**src/rtl/ir_pkg.sv**
```systemverilog
// Shared constants for the instruction queue: default geometry and error-flag indices.
package ir_pkg;
   localparam int IR_WIDTH = 18;
   localparam int IR_DEPTH = 4;
   localparam int IR_OPC_W = 5;

   // Bit positions inside the sticky error vector
   localparam int ERR_OVF = 0;
   localparam int ERR_UDF = 1;
   localparam int ERR_NUM = 2;
endpackage

```
**src/rtl/ir_queue_mem.sv**
```systemverilog
// Queue storage: one synchronous write port, one combinational read port, no reset.
module ir_queue_mem #(
   parameter int WIDTH = 18,
   parameter int DEPTH = 4,
   parameter int PW    = 2
) (
   input  logic             clk,
   input  logic             we,
   input  logic [PW-1:0]    waddr,
   input  logic [WIDTH-1:0] wdata,
   input  logic [PW-1:0]    raddr,
   output logic [WIDTH-1:0] rdata
);
   logic [WIDTH-1:0] mem [DEPTH];

   // Write the tail entry; contents are don't-care until written
   always_ff @(posedge clk) begin
      if (we) mem[waddr] <= wdata;
   end

   assign rdata = mem[raddr];
endmodule

```
**src/rtl/ir_queue.sv**
```systemverilog
// Instruction queue: FIFO of instruction words with a registered output stage,
// sticky overflow/underflow flags and a flush that empties the queue.
module ir_queue
   import ir_pkg::*;
#(
   parameter int WIDTH = IR_WIDTH,
   parameter int DEPTH = IR_DEPTH,
   parameter int OPC_W = IR_OPC_W
) (
   input  logic                       clk,
   input  logic                       rst,
   input  logic                       wr_IR,
   input  logic [WIDTH-1:0]           ir_in,
   input  logic                       re_IR,
   input  logic                       flush,
   output logic [WIDTH-1:0]           ir_out,
   output logic                       ir_valid,
   output logic [OPC_W-1:0]           opcode,
   output logic                       full,
   output logic                       empty,
   output logic [$clog2(DEPTH):0]     count,
   output logic                       ovf_err,
   output logic                       udf_err
);
   localparam int PW = $clog2(DEPTH);
   localparam int CW = PW + 1;

   logic [PW-1:0]      wr_ptr, rd_ptr;
   logic [WIDTH-1:0]   head;
   logic [ERR_NUM-1:0] err;
   logic               pop_ok, push_ok, mem_we;

   assign full  = (count == CW'(DEPTH));
   assign empty = (count == '0);

   // A pop frees the head slot on the same edge, so a full queue may still accept a push
   assign pop_ok  = re_IR && !empty;
   assign push_ok = wr_IR && (!full || pop_ok);
   assign mem_we  = push_ok && !flush && !rst;

   ir_queue_mem #(.WIDTH(WIDTH), .DEPTH(DEPTH), .PW(PW)) u_mem (
      .clk   (clk),
      .we    (mem_we),
      .waddr (wr_ptr),
      .wdata (ir_in),
      .raddr (rd_ptr),
      .rdata (head)
   );

   // Pointers, occupancy, output register and sticky error flags
   always_ff @(posedge clk) begin
      if (rst) begin
         wr_ptr   <= '0;
         rd_ptr   <= '0;
         count    <= '0;
         ir_out   <= '0;
         ir_valid <= 1'b0;
         err      <= '0;
      end else if (flush) begin
         wr_ptr   <= '0;
         rd_ptr   <= '0;
         count    <= '0;
         ir_out   <= '0;
         ir_valid <= 1'b0;
      end else begin
         ir_valid <= pop_ok;
         if (pop_ok) begin
            ir_out <= head;
            rd_ptr <= rd_ptr + 1'b1;
         end
         if (push_ok) wr_ptr <= wr_ptr + 1'b1;
         case ({push_ok, pop_ok})
            2'b10:   count <= count + 1'b1;
            2'b01:   count <= count - 1'b1;
            default: count <= count;
         endcase
         if (wr_IR && full && !pop_ok) err[ERR_OVF] <= 1'b1;
         if (re_IR && empty)           err[ERR_UDF] <= 1'b1;
      end
   end

   assign ovf_err = err[ERR_OVF];
   assign udf_err = err[ERR_UDF];
   assign opcode  = ir_out[WIDTH-1 -: OPC_W];
endmodule

```
**config.mk**
```make
export PLATFORM = sky130hd
export DESIGN_NAME = ir_queue
export DESIGN_NICKNAME = d
export VERILOG_FILES = /design/src/rtl/ir_pkg.sv /design/src/rtl/ir_queue_mem.sv /design/src/rtl/ir_queue.sv
export SDC_FILE = /design/constraint.sdc
export NUM_CORES = 1
export LEC_CHECK = 0
export ABC_CLOCK_PERIOD_IN_PS = 4740
export CAP_MARGIN = 10
export CORE_ASPECT_RATIO = 0.7
export CORE_UTILIZATION = 40
export DETAILED_ROUTE_END_ITERATION = 12
export PLACE_DENSITY = 0.64
export SETUP_SLACK_MARGIN = 0.5
export SYNTH_ARGS = -nofsm -noshare
export SYNTH_HDL_FRONTEND = slang
export SYNTH_SLANG_ARGS = --single-unit
```
**constraint.sdc**
```tcl
create_clock -name clk -period 4.74 [get_ports clk]
set_input_delay 1.185 -clock clk [delete_from_list [all_inputs] [get_ports clk]]
set_output_delay 1.185 -clock clk [all_outputs]
set_load 0.02 [all_outputs]
```
; Word-level counts from Yosys, hierarchy flattened
; Memory sizes are Yosys's and may differ from the RTL's. A register that Yosys moved wholly into a read port is not among the register bits.
; Index checks and enable logic that the tools add are counted.
[totals]
mem_bits_rw = 72
register_bits = 10
output_inout_bits = 31
elab_cells = 36
mem_count = 1
in_bits = 23
[op_classes]
eq_ne = 3
reduce_logical = 18
n_mux = 3
n_bitwise = 1
n_addsub = 4
[mem_list]
columns = name, depth, word_bits, read_ports, rd_ports_with_merged_regs, write_ports, line
row1 = u_mem.mem, 4, 18, 1, 1, 1, ir_queue_mem.sv:14  ; logic [WIDTH-1:0] mem [DEPTH];
[op_table]
columns = op, count
row1 = 1-bit logical AND, 7
row2 = 3-bit one-hot mux with 2 select lines, 1
row3 = 1-bit zero test, 5
row4 = "2-bit by 1-bit adder with 2-bit output, second input constant", 2
row5 = 2-bit AND reduction, 2
row6 = "3-bit by 1-bit adder with 3-bit output, second input constant", 1
row7 = "3-bit equality test, second input constant", 1
row8 = 3-bit zero test, 1
row9 = "3-bit by 1-bit subtractor with 3-bit output, second input constant", 1
row10 = "2-bit by 1-bit equality test with 1-bit output, second input constant", 1
row11 = "2-bit equality test, second input constant", 1
row12 = 1-bit two-way mux, 2
row13 = 2-bit nonzero test, 1
row14 = 2-bit OR reduction, 1
row15 = 1-bit logical OR, 1
row16 = 1-bit inverter, 1

; Longest topological paths before layout
[logic_depth]
depth_word = 9
depth_mapped = 8

; Hierarchy
; From an unflattened synthesis, not the netlist that was laid out.
[unflattened]
hier_cells = 235
area_unflattened_um2 = 3828.7
[modules_own_cells]
columns = mod, cells_each, seq_area_each_um2, n_inst, area_each_um2
row1 = ir_queue_mem, 98, 2162.1, 1, 2670.1
row2 = ir_queue, 137, 560.5, 1, 1158.6

; Worst setup path before layout
; Ideal clock, no wire load.
[synth_timing]
path_type = input-to-reg
start = input re_IR
end = register count[2]
arrival_time_ns = 2.761
setup_time_ns = 0.127
required_ns = 4.613
cell_stages = 8
slack_ns = 1.853
path_buffers = 2
path_cell_list = buf_2 o31a_1 buf_4 nand2b_1 fa_1 nor4b_4 o21a_1 nor3_2
[synth_between]
elab_chain_cells = 5
elab_cells_between_ends = 7
cone_classes = 2 x eq/ne / 1 x mux / 4 x reduce/logical
[synth_lines]
columns = item, line
row1 = from (decl), ir_queue.sv:14  ; input logic re_IR,
row2 = 1-bit logical AND (*), ir_queue.sv:37  ; assign pop_ok = re_IR && !empty;
row3 = 1-bit logical OR, ir_queue.sv:38  ; assign push_ok = wr_IR && (!full || pop_ok);
row4 = 1-bit logical AND, ir_queue.sv:38
row5 = 2-bit by 1-bit equality test with 1-bit output / 2-bit equality test (equally long branches), ir_queue.sv:72  ; case ({push_ok, pop_ok})
row6 = 3-bit one-hot mux with 2 select lines / 2-bit nonzero test (equally long branches), n/a
row7 = to (signal assigned), ir_queue.sv:73  ; 2'b10: count <= count + 1'b1;
row8 = to (signal assigned), ir_queue.sv:74  ; 2'b01: count <= count - 1'b1;
row9 = to (signal assigned), ir_queue.sv:75  ; default: count <= count;
row10 = to (decl), ir_queue.sv:21  ; output logic [$clog2(DEPTH):0] count,
; Mark *: on every way between the ends. The rest lies on a longest branch, timed or not.
; A chain may end at the register's enable or synchronous reset.

; Worst setup path in the final report
[layout_timing]
start = input re_IR
end = memory u_mem.mem[1][5], enable pin
[layout_between]
elab_chain_cells = 7
[layout_lines]
columns = item, line
row1 = 1-bit logical AND, ir_queue.sv:37
row2 = 1-bit logical OR, ir_queue.sv:38
row3 = 1-bit logical AND, ir_queue.sv:38
row4 = 1-bit logical AND (2 in series), ir_queue.sv:39  ; assign mem_we = push_ok && !flush && !rst;
row5 = 1-bit two-way mux, ir_queue_mem.sv:18  ; if (we) mem[waddr] <= wdata;
row6 = 1-bit two-way mux (not written as such), ir_queue_mem.sv:18
row7 = to (decl), ir_queue_mem.sv:14
; Every way passes these cells.

==> reports/results.txt <==
Status = completed
Drt first-iter violations = 81
N_diodes = 0
Hold Slack = 0.456 ns
Total nets after synthesis = 274
Unrepaired setup endpoints after global routing = no
RD Place Congestion = 0.711
CTS Buf Count = 9
Total Power = 1.77 mW
CP Data Arrival Time = 3.24 ns
Share of post-route cells with drive strength above 1 = 14.4%
Port Buffer Count = 53
Core area = 9250 µm²
Worst hold stages = 2
GR Overflow Total = 0
Worst-skew pair later-pin latency = 0.35 ns
CTS resizes = 0
FF+latch count, synth = 100
Fmax = 306 MHz
Final setup fails = 0
Number of hold buffers added after CTS = 0
Die ar. = 10100 µm²
Row count = 29
Clock Path Buffers = 2
Initial Util = 42.0%
Number of global-route vias before repair = 2026
Area contributors post-synth = edfxtp_1, dfxtp_1, mux4_2
Worst min-delay path category = reg2reg
Final Skew = 0.00985 ns
Number of enable flip-flop cells after synthesis = 72
Die Wd = 120 µm
Leakage power = 1.52 nW
Antenna Nets Post-Route = 0
Max-slew headroom = 32.5%
Synth top area share = 55.7%
Power per standard cell area = 370 nW/µm²
R2r worst-path depth = 3
First-pass GRT wire length = 10.9 mm
Count leader, synth = edfxtp_1
Worst Tran Pin Value = 1.01 ns
Crit path required time = 4.70 ns
Ports = 54
Postcts setup bufs = 0
Avg Vias per Cell = 5.03
VDD IR max = 0.241 mV
CTS tree = yes
Critical Path Fanout Max = 18
Wire per inst = 16.6 µm
Fin area = 4780 µm²
TNS Setup = 0 ns
Syn Inst Count = 246
Yosys top cell by area = edfxtp_1
Worst-path clk slew = 0.06 ns
Hpwl dp = 4.40 mm
Cell Area, Placed = 4480 µm²
Chip Height = 84.4 µm
Number of max-cap violations = 0
Crit end category = flop
DRC Markers = 0
GRT Overall Usage = 14.9%
Layout area overhead = 23.2%
YS warnings = 0
Top cells by count, synth = edfxtp_1, nand2_1, dfxtp_1
Drt pass-1 iters = 4
Placed cell count = 407
Root buf cell = clkbuf_16
Sequential share of the synthesized area = 70.1%
Final Cycle Share = 69.1%
Async S/R FF share, synth = 0%
Min Clock Period, post-route = 3.27 ns
Vias = 2126
Critical Setup Path Class = in2reg
Syn Area/Cell = 15.8 µm²
Initial antenna violation count = 0
Final Hold Fails = 0
CTS Sinks = 100
Netlist cell types = 32
Largest net degree at the start of global routing = 27
CP startpoint kind = primary input
Mapped cell area = 3880 µm²
Slew Viols, Final = 0
NumNets Final = 322
Routed wire length = 7.01 mm
Most used DFF post-synth = edfxtp_1
CTS H-tree lvls = 3
Final Non-Filler Cells = 423
==> per-stage QoR <==
stage / setup WS, ns / utilization [%]
6_report: 1.47 / 51.7
3_3_place_gp: 1.13 / 48.4
2_1_floorplan: 1.85 / -
4_1_cts: 1.43 / 51.7
3_5_place_dp: 1.08 / 48.4
5_1_grt: 1.30 / 51.7
==> power breakdown <==
part	switching, mW	internal (mW)
registers	0.00601	0.947
logic	0.0436	0.0398
clock network	0.308	0.426
==> cell type report <==
type,instances,area (µm²)
fill,791,4470
sequential,100,2720
multi-input combinational,120,1020
timing repair buffer,57,561
clock buffer,11,243
tap,124,155
clock inverter,5,60.1
inverter,6,22.5
==> kinds of logic (layout without fill, tap and decap cells) <==
kind of cell               after synthesis  after routing  synth area share, %
DFF                                    100            100                 70.1
and+or+nand+nor                         64             64                 8.25
AOI/OAI and AO/OA                       27             27                 4.19
buffers and inverters                   26             79                 3.80
muxes                                   19             19                 10.7
adders and majority gates                5              5                 1.80
xor gates and xnor gates                 5              5                 1.13
==> flip-flops by register name (all words and copies together) (netlist names) <==
| signal | count |
|---|---|
| u_mem.mem | 72 |
| wr_ptr | 2 |
| rd_ptr | 2 |
| ir_valid | 1 |
| ir_out | 18 |
| err | 2 |
| count | 3 |
==> metal layers <==
| layer | share of wire, % | up-vias | wire length, µm | GRT usage, % |
|---|---|---|---|---|
| met5 | 0 | - | 0 | 0 |
| met4 | 1.5 | 0 | 104 | 5.00 |
| met3 | 6.6 | 13 | 463 | 5.37 |
| met2 | 46 | 63 | 3200 | 22.0 |
| met1 | 46 | 1049 | 3240 | 20.6 |
| li1 | - | 1001 | - | - |
==> final timing paths <==
| kind | startpoint | end | slack (ns) |
|---|---|---|---|
| min | ir_out[5] | ir_out[5] | 0.46 |
| max | re_IR | u_mem.mem[1][5] | 1.47 |
| max reg2reg | count[0] | u_mem.mem[1][5] | 2.42 |
| min reg2reg | ir_out[5] | ir_out[5] | 0.46 |
==> worst max-delay path, cell delays in order <==
cell and delay [ns]:
clkdlybuf4s50_1 0.72, nor4b_4 0.10, nor2b_1 0.36, and3_1 0.85
==> cells in the final DEF (no fill, tap or decap), types with 3 or more instances in the layout <==
cell type,n
and3_1,5
clkdlybuf4s50_1,53
ha_1,4
clkbuf_16,9
a21oi_1,18
mux4_2,18
nor2_1,9
dfxtp_1,28
edfxtp_1,72
a31oi_1,3
nand2_1,37
buf_4,4
inv_1,6
xor2_1,3
No activity file was read; power rests on OpenSTA's default activity.
